==> src/rtl/ram_arb_pkg.sv <==
// Shared types for the two-requester RAM port arbiter: priority state,
// requester id and the read-tag entry carried alongside the RAM latency.
package ram_arb_pkg;

  typedef enum logic {
    PRI0 = 1'b0,
    PRI1 = 1'b1
  } pri_state_e;

  typedef logic req_id_t;

  typedef struct packed {
    logic    valid;
    req_id_t id;
  } tag_t;

  localparam int unsigned NUM_REQ = 2;

  // Whoever just won yields the tie-break to the other requester.
  function automatic pri_state_e pri_after_grant(input req_id_t id);
    return (id == 1'b0) ? PRI1 : PRI0;
  endfunction

endpackage

==> src/rtl/tag_delay_line.sv <==
// Fixed-depth shift register of read tags; stage DEPTH-1 lines up with the
// RAM read data for the command that produced the tag.
module tag_delay_line
  import ram_arb_pkg::*;
#(
  parameter int unsigned DEPTH = 3
) (
  input  logic i_clk,
  input  logic i_a_rst_n,
  input  tag_t i_tag,
  output tag_t o_tag
);

  tag_t [DEPTH-1:0] tag_pipe;

  // Clearing every stage on reset discards reads that were in flight.
  always_ff @(posedge i_clk or negedge i_a_rst_n) begin
    if (!i_a_rst_n) begin
      tag_pipe <= '0;
    end else begin
      tag_pipe <= {tag_pipe[DEPTH-2:0], i_tag};
    end
  end

  assign o_tag = tag_pipe[DEPTH-1];

endmodule

==> src/rtl/ram_port_arbiter.sv <==
// Shares one RAM port between two valid/ready requesters with alternating
// tie-break priority; read data is routed back using a latency-matched tag.
module ram_port_arbiter
  import ram_arb_pkg::*;
#(
  parameter int unsigned DATA_WIDTH = 8,
  parameter int unsigned ADDR_WIDTH = 8,
  parameter int unsigned RD_LATENCY = 2
) (
  input  logic                  i_clk,
  input  logic                  i_a_rst_n,
  input  logic                  i_req_valid_0,
  input  logic                  i_req_valid_1,
  output logic                  o_req_ready_0,
  output logic                  o_req_ready_1,
  input  logic                  i_req_wr_0,
  input  logic                  i_req_wr_1,
  input  logic [ADDR_WIDTH-1:0] i_req_addr_0,
  input  logic [ADDR_WIDTH-1:0] i_req_addr_1,
  input  logic [DATA_WIDTH-1:0] i_req_data_0,
  input  logic [DATA_WIDTH-1:0] i_req_data_1,
  output logic                  o_rsp_valid_0,
  output logic                  o_rsp_valid_1,
  output logic [DATA_WIDTH-1:0] o_rsp_data_0,
  output logic [DATA_WIDTH-1:0] o_rsp_data_1,
  output logic                  o_ram_wr_en,
  output logic [ADDR_WIDTH-1:0] o_ram_addr,
  output logic [DATA_WIDTH-1:0] o_ram_data,
  input  logic [DATA_WIDTH-1:0] i_ram_data
);

  localparam int unsigned TAG_DEPTH = 1 + RD_LATENCY;

  pri_state_e state_q, state_d;
  logic       gnt_0, gnt_1;
  logic       xfer;
  req_id_t    xfer_id;
  logic                  sel_wr;
  logic [ADDR_WIDTH-1:0] sel_addr;
  logic [DATA_WIDTH-1:0] sel_data;
  logic                  ram_wr_en_q;
  logic [ADDR_WIDTH-1:0] ram_addr_q;
  logic [DATA_WIDTH-1:0] ram_data_q;
  tag_t                  tag_in, tag_out;

  always_ff @(posedge i_clk or negedge i_a_rst_n) begin
    if (!i_a_rst_n) begin
      state_q <= PRI0;
    end else begin
      state_q <= state_d;
    end
  end

  // Ready only goes to a valid requester, so ready doubles as the grant;
  // holding both low during reset keeps any handshake from completing.
  always_comb begin
    gnt_0   = 1'b0;
    gnt_1   = 1'b0;
    state_d = state_q;
    if (i_a_rst_n) begin
      if (i_req_valid_0 && (!i_req_valid_1 || state_q == PRI0)) begin
        gnt_0 = 1'b1;
      end else if (i_req_valid_1) begin
        gnt_1 = 1'b1;
      end
    end
    if (gnt_0) begin
      state_d = pri_after_grant(1'b0);
    end else if (gnt_1) begin
      state_d = pri_after_grant(1'b1);
    end
  end

  assign o_req_ready_0 = gnt_0;
  assign o_req_ready_1 = gnt_1;
  assign xfer          = gnt_0 | gnt_1;
  assign xfer_id       = gnt_1;

  always_comb begin
    sel_wr   = i_req_wr_0;
    sel_addr = i_req_addr_0;
    sel_data = i_req_data_0;
    if (xfer_id) begin
      sel_wr   = i_req_wr_1;
      sel_addr = i_req_addr_1;
      sel_data = i_req_data_1;
    end
  end

  // Address and data hold between commands; only the write strobe drops.
  always_ff @(posedge i_clk or negedge i_a_rst_n) begin
    if (!i_a_rst_n) begin
      ram_wr_en_q <= 1'b0;
      ram_addr_q  <= '0;
      ram_data_q  <= '0;
    end else begin
      ram_wr_en_q <= xfer && sel_wr;
      if (xfer) begin
        ram_addr_q <= sel_addr;
        ram_data_q <= sel_data;
      end
    end
  end

  assign o_ram_wr_en = ram_wr_en_q;
  assign o_ram_addr  = ram_addr_q;
  assign o_ram_data  = ram_data_q;

  always_comb begin
    tag_in       = '0;
    tag_in.valid = xfer && !sel_wr;
    tag_in.id    = xfer_id;
  end

  tag_delay_line #(
    .DEPTH (TAG_DEPTH)
  ) u_tag_delay_line (
    .i_clk     (i_clk),
    .i_a_rst_n (i_a_rst_n),
    .i_tag     (tag_in),
    .o_tag     (tag_out)
  );

  assign o_rsp_valid_0 = tag_out.valid && (tag_out.id == 1'b0);
  assign o_rsp_valid_1 = tag_out.valid && (tag_out.id == 1'b1);
  assign o_rsp_data_0  = o_rsp_valid_0 ? i_ram_data : '0;
  assign o_rsp_data_1  = o_rsp_valid_1 ? i_ram_data : '0;

endmodule

==> config.mk <==
export PLATFORM = sky130hd
export DESIGN_NAME = ram_port_arbiter
export DESIGN_NICKNAME = d
export VERILOG_FILES = /design/src/rtl/ram_arb_pkg.sv /design/src/rtl/tag_delay_line.sv /design/src/rtl/ram_port_arbiter.sv
export SDC_FILE = /design/constraint.sdc
export NUM_CORES = 1
export LEC_CHECK = 0
export BUFFER_PORTS_ARGS = -buffer_cell sky130_fd_sc_hd__clkbuf_2
export CORE_UTILIZATION = 25
export CTS_BUF_LIST = sky130_fd_sc_hd__clkbuf_16
export CTS_CLUSTER_SIZE = 12
export DETAILED_ROUTE_END_ITERATION = 6
export GPL_ROUTABILITY_DRIVEN = 0
export SLEW_MARGIN = 20
export SYNTH_ARGS = -nofsm -noshare
export SYNTH_HDL_FRONTEND = slang
export SYNTH_HIERARCHICAL = 1
export SYNTH_SLANG_ARGS = --single-unit
export TNS_END_PERCENT = 30
==> constraint.sdc <==
create_clock -name i_clk -period 1.2 [get_ports i_clk]
set_input_delay 0.24 -clock i_clk [delete_from_list [all_inputs] [get_ports i_clk]]
set_output_delay 0.24 -clock i_clk [all_outputs]
set_load 0.01 [all_outputs]
==> results by group, run 1 <==
Power and ir drop
  • Pwr Total: 2.328 mW
  • Maximum VDD drop: 0.5018 mV
  • PD cells: 1167 nW/um^2
  • Leak pwr: 1.008 nW

Detailed routing
  • DR DRC count: 0
  • Post-route ant nets: 0
  • Number of vias per cell: 4.630
  • Vias: 1375
  • Drt first pass iters: 4
  • Routed Wire Length: 3611 um
  • Wirelength per Cell: 12.16 um
  • DR iter-0 viols: 25

Floorplanning
  • Area of the die: 5333 um^2
  • DIE WIDTH: 73.03 um
  • Row count: 25
  • I/O pins: 83
  • Core area: 4786 um^2
  • Initial Util: 0.2635
  • Vert. Die Dim: 73.03 um

Setup path
  • Crit Path Max Fanout: 5
  • Critical Path End: o_rsp_data_0[6]
  • Crit path from: u_tag_delay_line/o_tag[0]
  • RR Endpoint: o_ram_data[5]
  • CP Capture Type: output pin
  • Startpoint Class: register
  • Reg-to-reg slack, setup: -20 ps
  • Worst path required time: 960 ps
  • CP arrival: 1120 ps
  • Reg-to-Reg Start: state_q
  • FF-to-FF path depth: 5
  • Crit Path Class: reg2out

CTS
  • H-tree Lvls: 1
  • Root Driver: clkbuf_16
  • TritonCTS Buffers: 3
  • CTS tree: done
  • Clk buf depth: 2
  • Reg clk slew, reported paths: 60 ps
  • Num Clock Sinks: 24
  • Clk_lat worst skew: 250 ps

STA
  • Final setup violation count: 26
  • Max Slew Vio Count: 0
  • Setup_tns: -2829 ps
  • RSZ-0062 raised after global routing: yes
  • Fin crit share: 1.135
  • Achievable Freq: 734.1 MHz
  • Final Skew: 1.661 ps
  • Worst-margin pin slew: 190.8 ps
  • Post-route worst setup slack: -162.2 ps
  • Final Critical Period: 1362 ps
  • Hold Vio Cnt, Final: 0
  • Slew headroom: 0.8714

Place
  • Buffers on Ports: 82
  • Detailed placer's ending HPWL: 2766 um

Global routing
  • Gr ovfl total: 0
  • First-pass GRT wire length: 5326 um
  • Largest net degree at the start of global routing: 16
  • Initial antenna violation count: 0
  • All-layer global routing usage: 0.1324
  • Vias in the first global route: 1234

Yosys
  • Post-synth cell types: 21
  • Synth Cell Area: 1261 um^2
  • Avg Cell Area, Syn: 9.555 um^2
  • Post-synthesis sequential area ratio: 0.4762
  • Yosys warning count: 6
  • Synth Instances: 132
  • Synth Register Bits: 24
  • Syn_nets: 178

Layout
  • Area added between synthesis and finish: 58.23%
  • Multi-input logic area: 614.3 um^2
  • Register cell area after layout: 601.8 um^2
  • Ant. Diodes: 0
  • Ratio of cells with drive above 1 in the final layout: 0.5565
  • Layout fillers: 492
  • Most frequent cells in the layout: clkbuf_2 (73), dfrtp_1 (23), nor2_1 (17), buf_4 (16), a31oi_1 (15)
  • Final nets: 277
  • Most common cell after layout, fill and taps aside: clkbuf_2
  • Final Util: 0.4170

Worst hold path
  • Worst min path class: in2async

Run
  • Max-cap violations: 0

Run status
  • Failing checks: setup timing
  • Run status: finished with violations
[synth_stat cells]
library cell  count  area (um^2)
nor2b_1           1        6.260
a21oi_1           1        5.000
a31oi_2           1        12.51
nand2b_1          1        6.260
buf_8             1        15.01
nand3_2          10        100.1
buf_4             4        30.03
dfrtp_1          24        600.6
and2b_4           1        10.01
nor2_1           17        63.81
o21a_1            1        7.510
buf_2             5        25.02
nand3_1           7        35.03
a31oi_1          15        93.84
buf_6             2        22.52
and2_1           10        62.56
and3_1            9        56.30
nand2_1           3        11.26
o21ai_1          13        65.06
o21ai_0           5        25.02
a21boi_1          1        7.510
[sequential cells by signal (all words and copies together) (netlist names)]
register and flops:
o_ram_wr_en 1, u_tag_delay_line/o_tag 2, u_tag_delay_line/tag_pipe 4, o_ram_addr 8, o_ram_data 8, state_q 1
[area by class of cell]
type / count / area share
clock buffer: 3 / 0.03762
tap: 67 / 0.04201
timing repair buffer: 105 / 0.3091
clock inverter: 1 / 0.001881
sequential: 24 / 0.3016
multi-input combinational: 97 / 0.3078
[worst max-delay path, stage by stage, from the launching register on]
cell and delay (ps):
dfrtp_2 450, nor2b_4 160, and2_1 140, buf_2 120
[power breakdown]
group          switching (mW)  leakage (nW)  internal, mW  total [mW]
clock                   0.263        0.0385         0.445       0.708
combinational           0.339         0.688         0.319       0.658
sequential             0.0534         0.281         0.908       0.962
[per-layer routing]
layer  track usage  wire [um]  share of wire
met5             0          0              0
met4       0.05229         56          0.016
met3       0.03729        298          0.083
met2        0.2490       1846           0.51
met1        0.1370       1409           0.39
[repair_timing]
action / in CTS / in global routing
gates resized for setup: 8 / 20
endpoints found under the hold margin: 4 / 0
pin swaps: 1 / 15
endpoints found under the setup margin: 20 / 31
hold buffers: 2 / 0
cloned: 0 / 1
buffers inserted: 1 / 0
[stage by stage]
step	cell area [um^2]	cells	hold WS (ps)	setup WS (ps)
after global placement	1813	289	280.1	-23.32
after floorplan	1261	132	-55.59	29.90
after global routing	1996	297	58.87	-211.9
after CTS	1949	296	41.18	-157.1
after detailed placement	1813	289	261.0	-57.73
final	1996	297	34.88	-162.2
[cell families after synthesis]
group	share of synthesized area
simple gates	0.2788
compound gates	0.1716
buf+inv	0.07341
flops	0.4762
[worst min path at each step]
stage,startpoint,to,slack [ps],cells after the start
6_report,i_a_rst_n,o_ram_addr[1],30,2
5_1_grt,i_a_rst_n,o_ram_addr[1],60,2
4_1_cts,i_a_rst_n,o_ram_wr_en,40,2
3_5_place_dp,i_a_rst_n,state_q,260,2
3_3_place_gp,i_a_rst_n,state_q,280,2
2_1_floorplan,i_a_rst_n,o_ram_addr[0],-60,0
Note: power is estimated with default switching activity, not from simulation.
==> run 2: changes to the inputs <==
ABC_AREA = 1   (was default)
BUFFER_PORTS_ARGS = -buffer_cell sky130_fd_sc_hd__buf_4   (was -buffer_cell sky130_fd_sc_hd__clkbuf_2)
==> results by group, run 2 <==
Setup path
  • Crit path from: u_tag_delay_line/o_tag[1] (was u_tag_delay_line/o_tag[0])
  • Crit Path Class: reg2out (unchanged)
  • Crit Path Max Fanout: 2 (was 5)
  • CP arrival: 1120 ps (about the same)
  • Startpoint Class: register (unchanged)
  • Reg-to-Reg Start: state_q (unchanged)
  • Worst path required time: 960 ps (about the same)
  • CP Capture Type: output pin (unchanged)

Detailed routing
  • DR DRC count: 0 (unchanged)
  • Routed Wire Length: 3506 um (was 3611 um)
  • Post-route ant nets: 0 (unchanged)
  • Wirelength per Cell: 10.07 um (was 12.16 um)
  • Vias: 1404 (was 1375)
  • Drt first pass iters: 4 (unchanged)
  • DR iter-0 viols: 26 (was 25)
  • Number of vias per cell: 4.034 (was 4.630)

CTS
  • Num Clock Sinks: 24 (unchanged)
  • H-tree Lvls: 1 (unchanged)
  • Clk buf depth: 2 (unchanged)
  • Hold Buf Count CTS: 0 (was 2)
  • Clk_lat worst skew: 250 ps (about the same)
  • TritonCTS Buffers: 3 (unchanged)
  • Root Driver: clkbuf_16 (unchanged)
  • CTS tree: done (unchanged)
  • Reg clk slew, reported paths: 60 ps (about the same)

Global routing
  • First-pass GRT wire length: 5333 um (was 5326 um)
  • Gr ovfl total: 0 (unchanged)
  • Largest net degree at the start of global routing: 25 (was 16)
  • Initial antenna violation count: 0 (unchanged)
  • All-layer global routing usage: 0.1235 (was 0.1324)
  • Vias in the first global route: 1228 (was 1234)

Power and ir drop
  • Maximum VDD drop: 0.5480 mV (was 0.5018 mV)
  • Pwr Total: 2.632 mW (was 2.328 mW)
  • Net switching power: 0.6841 mW (was 0.6555 mW)
  • Clock share of power: 0.355 (was 0.304)
  • Leak pwr: 1.369 nW (was 1.008 nW)
  • Combinational power share: 0.271 (was 0.283)
  • PD cells: 1156 nW/um^2 (was 1167 nW/um^2)
  • Switch share: 0.2599 (was 0.2816)
  • Seq pwr share: 0.375 (was 0.413)
  • Internal power: 1.948 mW (was 1.672 mW)

Yosys
  • Synth area leader: dfrtp_1 (unchanged)
  • Commonest cells post-synth: nand2_1 (50), inv_1 (46), nand3_1 (32) (was dfrtp_1 (24), nor2_1 (17), a31oi_1 (15))
  • Asr flop ratio synth: 1.000 (unchanged)
  • Yosys warning count: 6 (unchanged)
  • Most frequent cell after synthesis: nand2_1 (was dfrtp_1)
  • Synth Instances: 190 (was 132)
  • Top cell type's share of synthesized area: 0.4400 (was 0.4762)
  • Ys flop type: dfrtp_1 (unchanged)
  • Number of enable flip-flop cells after synthesis: 0 (unchanged)
  • Post-synthesis sequential area ratio: 0.4400 (was 0.4762)
  • Synth area leaders: dfrtp_1 (44%), nand2_1 (14%), inv_1 (13%) (was dfrtp_1 (48%), nand3_2 (7.9%), a31oi_1 (7.4%))
  • Synth Cell Area: 1365 um^2 (was 1261 um^2)
  • Synth Register Bits: 24 (unchanged)
  • Avg Cell Area, Syn: 7.185 um^2 (was 9.555 um^2)
  • Post-synth cell types: 14 (was 21)
  • Syn_nets: 236 (was 178)

Place
  • Detailed placer's ending HPWL: 2665 um (was 2766 um)
  • Buffers on Ports: 82 (unchanged)
  • Area post-placement: 2042 um^2 (was 1813 um^2)

Run status
  • Run status: finished with violations (unchanged)
  • Failing checks: setup timing (unchanged)

Layout
  • Area added between synthesis and finish: 66.82% (was 58.23%)
  • Ant. Diodes: 0 (unchanged)
  • Most frequent cells in the layout: buf_4 (84), nand2_1 (47), inv_1 (43), nand3_1 (26), dfrtp_1 (24) (was clkbuf_2 (73), dfrtp_1 (23), nor2_1 (17), buf_4 (16), a31oi_1 (15))
  • Layout fillers: 531 (was 492)
  • Most common cell after layout, fill and taps aside: buf_4 (was clkbuf_2)
  • Ratio of cells with drive above 1 in the final layout: 0.4496 (was 0.5565)
  • Fin area: 2277 um^2 (was 1996 um^2)
  • Final nets: 325 (was 277)

Floorplanning
  • Area of the die: 5760 um^2 (was 5333 um^2)
  • Initial Util: 0.2639 (was 0.2635)
  • DIE WIDTH: 75.90 um (was 73.03 um)
  • Row count: 26 (was 25)
  • Vert. Die Dim: 75.90 um (was 73.03 um)
  • I/O pins: 83 (unchanged)
  • Core area: 5172 um^2 (was 4786 um^2)

STA
  • Max Slew Vio Count: 0 (unchanged)
  • Final setup violation count: 20 (was 26)
  • Hold Vio Cnt, Final: 0 (unchanged)
  • Final Critical Period: 1362 ps (about the same)
  • Worst hold slack: 2.889 ps (was 34.88 ps)
  • Worst-margin pin slew: 295.9 ps (was 190.8 ps)
  • Slew headroom: 0.8028 (was 0.8714)
  • Achievable Freq: 734.5 MHz (was 734.1 MHz)
  • Final Skew: 1.462 ps (was 1.661 ps)
  • Fin crit share: 1.135 (about the same)
  • RSZ-0062 raised after global routing: yes (unchanged)
  • Post-route worst setup slack: -161.5 ps (was -162.2 ps)

Run
  • Max-cap violations: 0 (unchanged)

Worst hold path
  • Worst min path class: in2async (unchanged)
## run 2: changes by cell type after synthesis, moves of 3 or more
| cell | delta |
|---|---|
| o21ai_1 | -13 |
| inv_1 | +46 |
| nand3_2 | -9 |
| and2_1 | -10 |
| nand2_1 | +47 |
| a31oi_1 | -15 |
| nand2_2 | +5 |
| buf_2 | -5 |
| and3_1 | -9 |
| nand2_4 | +3 |
| o21ai_0 | -5 |
| nand3_1 | +25 |
## run 2: kinds of logic (layout without fill, tap and decap cells)
group	after synthesis	in the layout	share of synthesized area
flip-flops	24	24	0.4400
AND/OR/NAND/NOR	110	110	0.3648
AO/OA/AOI/OAI	1	1	0.003663
buffers and inverters	55	143	0.1916
## run 2: worst max-delay path: stages (launching register included)
cell and delay, ps:
dfrtp_1 400, inv_2 70, nor2_4 40, buf_4 120
buf_4 120, buf_6 110
## run 2: final timing paths
check,to,slack (ps),depth (start not counted)
hold / removal,state_q,3,2
min in group i_clk,u_tag_delay_line/tag_pipe[1],270,3
hold reg to reg,u_tag_delay_line/tag_pipe[2],350,0
setup / recovery,o_rsp_valid_0,-160,5
setup reg to reg,o_ram_data[0],30,8
max in group asynchronous,o_ram_addr[1],970,2
## run 2: repair_timing
item | 4_1_cts | 5_1_grt
setup endpoints to repair | 19 | 38
setup buffers | 3 | 1
resized for setup | 4 | 22
pin swaps | 3 | 10
## run 2: through the flow
stage          setup WS [ps]  TNS [ps]  utilization  std cells
2_1_floorplan          34.05         0            -        190
3_3_place_gp           68.09         0       0.3948        340
5_1_grt               -227.2     -4260       0.4403        348
3_5_place_dp           17.49         0       0.3948        340
6_report              -161.5     -1975       0.4403        348
4_1_cts               -153.2     -2602       0.4224        347
## run 2: layout make-up
type	instances	area (um^2)	share of cell area
Clock buffer	3	75.07	0.03297
Clock inverter	1	30.03	0.01319
Inverter	48	187.7	0.08242
Multi-Input combinational cell	111	579.3	0.2544
Sequential cell	24	600.6	0.2637
Tap cell	70	87.58	0.03846
Timing Repair Buffer	91	716.9	0.3148
## run 2: layer usage
layer,vias up,routed length (um),GRT usage
li1,730,-,-
met4,0,31,0.03704
met3,4,288,0.02778
met5,-,0,0
met1,618,1413,0.1335
met2,52,1772,0.2370
## run 2: power by group through the flow
| stage | logic (mW) | registers [mW] | clock network, mW |
|---|---|---|---|
| global placement | 0.654 | 1.00 | 0 |
| finish | 0.712 | 0.986 | 0.934 |
| global route | 0.791 | 0.998 | 0.992 |
| floorplan | 0.281 | 1.03 | 0 |
| CTS | 0.683 | 0.986 | 0.957 |
| detailed placement | 0.664 | 0.997 | 0 |
==> run 3: changes to the inputs <==
ABC_AREA = default   (was 1)
==> results by group, run 3 (synthesis gave the netlist of run 1 again) <==
Layout
  • Area added between synthesis and finish: 75.69% (was 66.82%)
  • Most common cell after layout, fill and taps aside: buf_4 (unchanged)
  • Most frequent cells in the layout: buf_4 (82), dfrtp_1 (23), buf_6 (17), nor2_1 (16) (was buf_4 (84), nand2_1 (47), inv_1 (43), nand3_1 (26), dfrtp_1 (24))
  • Layout fillers: 482 (was 531)
  • Final nets: 272 (was 325)
  • Ratio of cells with drive above 1 in the final layout: 0.5804 (was 0.4496)
  • Ant. Diodes: 0 (unchanged)

Power and ir drop
  • PD cells: 1092 nW/um^2 (was 1156 nW/um^2)
  • Maximum VDD drop: 0.5030 mV (was 0.5480 mV)
  • Pwr Total: 2.420 mW (was 2.632 mW)
  • Clock share of power: 0.299 (was 0.355)
  • Combinational power share: 0.304 (was 0.271)
  • Seq pwr share: 0.398 (was 0.375)
  • Net switching power: 0.6718 mW (was 0.6841 mW)
  • Switch share: 0.2776 (was 0.2599)
  • Leak pwr: 1.018 nW (was 1.369 nW)
  • Internal power: 1.748 mW (was 1.948 mW)

Detailed routing
  • DR iter-0 viols: 29 (was 26)
  • Routed Wire Length: 3929 um (was 3506 um)
  • Post-route ant nets: 0 (unchanged)
  • DR DRC count: 0 (unchanged)
  • Drt first pass iters: 4 (unchanged)
  • Number of vias per cell: 4.464 (was 4.034)
  • Vias: 1299 (was 1404)
  • Wirelength per Cell: 13.50 um (was 10.07 um)

Floorplanning
  • Area of the die: 5333 um^2 (was 5760 um^2)
  • Core area: 4786 um^2 (was 5172 um^2)
  • Vert. Die Dim: 73.03 um (was 75.90 um)
  • I/O pins: 83 (unchanged)
  • DIE WIDTH: 73.03 um (was 75.90 um)
  • Initial Util: 0.2635 (was 0.2639)
  • Row count: 25 (was 26)

STA
  • Setup_tns: -2910 ps (was -1975 ps)
  • Final Skew: 2.891 ps (was 1.462 ps)
  • Max Slew Vio Count: 0 (unchanged)
  • Final Critical Period: 1370 ps (was 1362 ps)
  • Hold Vio Cnt, Final: 14 (was 0)
  • Slew headroom: 0.8129 (was 0.8028)
  • Post-route worst setup slack: -170.2 ps (was -161.5 ps)
  • Achievable Freq: 729.8 MHz (was 734.5 MHz)
  • RSZ-0062 raised after global routing: yes (unchanged)
  • Worst-margin pin slew: 280.7 ps (was 295.9 ps)
  • Worst hold slack: -2.040 ps (was 2.889 ps)
  • Fin crit share: 1.142 (was 1.135)
  • Final setup violation count: 25 (was 20)

Global routing
  • First-pass GRT wire length: 6016 um (was 5333 um)
  • Gr ovfl total: 0 (unchanged)
  • Initial antenna violation count: 0 (unchanged)
  • Vias in the first global route: 1344 (was 1228)
  • Largest net degree at the start of global routing: 22 (was 25)
  • All-layer global routing usage: 0.1485 (was 0.1235)

Setup path
  • CP Capture Type: output pin (unchanged)
  • RR Endpoint: o_ram_addr[6] (was o_ram_data[0])
  • Worst path required time: 960 ps (about the same)
  • Crit Path Max Fanout: 4 (was 2)
  • Reg-to-reg slack, setup: -40 ps (was 30 ps)
  • Critical Path End: o_rsp_data_0[6] (was o_rsp_valid_0)
  • Crit path from: u_tag_delay_line/o_tag[0] (was u_tag_delay_line/o_tag[1])
  • Startpoint Class: register (unchanged)
  • Crit Path Class: reg2out (unchanged)
  • CP arrival: 1130 ps (was 1120 ps)
  • FF-to-FF path depth: 5 (was 8)
  • Reg-to-Reg Start: state_q (unchanged)

CTS
  • Clk_lat worst skew: 250 ps (about the same)
  • H-tree Lvls: 1 (unchanged)
  • Root Driver: clkbuf_16 (unchanged)
  • TritonCTS Buffers: 3 (unchanged)
  • Num Clock Sinks: 24 (unchanged)
  • Reg clk slew, reported paths: 60 ps (about the same)
  • Clk buf depth: 2 (unchanged)
  • CTS tree: done (unchanged)

Place
  • Detailed placer's ending HPWL: 2786 um (was 2665 um)
  • Buffers on Ports: 82 (unchanged)

Run status
  • Failing checks: hold timing, setup timing (was setup timing)
  • Run status: finished with violations (unchanged)

Run
  • Max-cap violations: 0 (unchanged)

Worst hold path
  • Worst min path class: in2async (unchanged)
-- run 3: cell count changes in the layout (fill, tap and decap cells not counted), moves of 8 or more --
cell     change
and3_4       +8
nand3_1     -19
inv_1       -43
a31oi_1     +15
nand2_2      -8
buf_6       +12
nand2_1     -44
o21ai_1     +15
-- run 3: power by group through the flow --
| stage | clock network (mW) | logic (mW) | registers, mW |
|---|---|---|---|
| detailed placement | 0 | 0.688 | 0.975 |
| global route | 0.760 | 0.803 | 0.975 |
| global placement | 0 | 0.685 | 0.971 |
| finish | 0.722 | 0.735 | 0.963 |
| floorplan | 0 | 0.277 | 1.01 |
| CTS | 0.729 | 0.728 | 0.962 |
-- run 3: worst max-delay path, stage by stage, from the launching register on --
cell	delay, ps
dfrtp_2	440
nor2b_2	180
and2_1	150
buf_4	110
-- run 3: worst min path at each step --
| stage | startpoint | endpoint |
|---|---|---|
| 6_report | i_a_rst_n | o_ram_wr_en |
| 5_1_grt | i_a_rst_n | o_ram_data[6] |
| 4_1_cts | i_a_rst_n | o_ram_addr[3] |
| 3_5_place_dp | i_a_rst_n | state_q |
| 3_3_place_gp | i_a_rst_n | state_q |
| 2_1_floorplan | i_a_rst_n | o_ram_addr[0] |
-- run 3: cell type report --
| cell class | count | area, um^2 | share of cell area |
|---|---|---|---|
| multi-input combinational | 97 | 638.1 | 0.2880 |
| timing repair buffer | 100 | 817.0 | 0.3687 |
| tap | 67 | 83.83 | 0.03783 |
| sequential | 24 | 601.8 | 0.2716 |
| clock buffer | 3 | 75.07 | 0.03388 |
-- run 3: stage by stage --
stage / area [um^2] / util / setup slack (ps) / hold slack, ps / instances
2_1_floorplan: 1261 / - / 29.90 / -55.59 / 132
3_3_place_gp: 1988 / 0.4154 / -20.89 / 55.46 / 285
3_5_place_dp: 1988 / 0.4154 / -81.71 / 51.90 / 285
4_1_cts: 2187 / 0.4570 / -173.2 / 9.843 / 290
5_1_grt: 2216 / 0.4630 / -207.9 / 26.14 / 291
6_report: 2216 / 0.4630 / -170.2 / -2.040 / 291
-- run 3: repair_timing --
action,CTS,global route
resized for setup,26,9
hold buffers,1,0
gates cloned,0,1
hold endpoints to repair,3,0
buffers inserted,1,0
setup endpoints to repair,20,32
pin swaps,3,11
-- run 3: layer usage --
layer	share of wire	wire length (um)	vias to the layer above	global-route usage
met2	0.52	2050	46	0.2840
met1	0.40	1584	596	0.1569
met4	0.013	53	0	0.06318
li1	-	-	653	-
met5	0	0	-	0
met3	0.061	241	4	0.02762
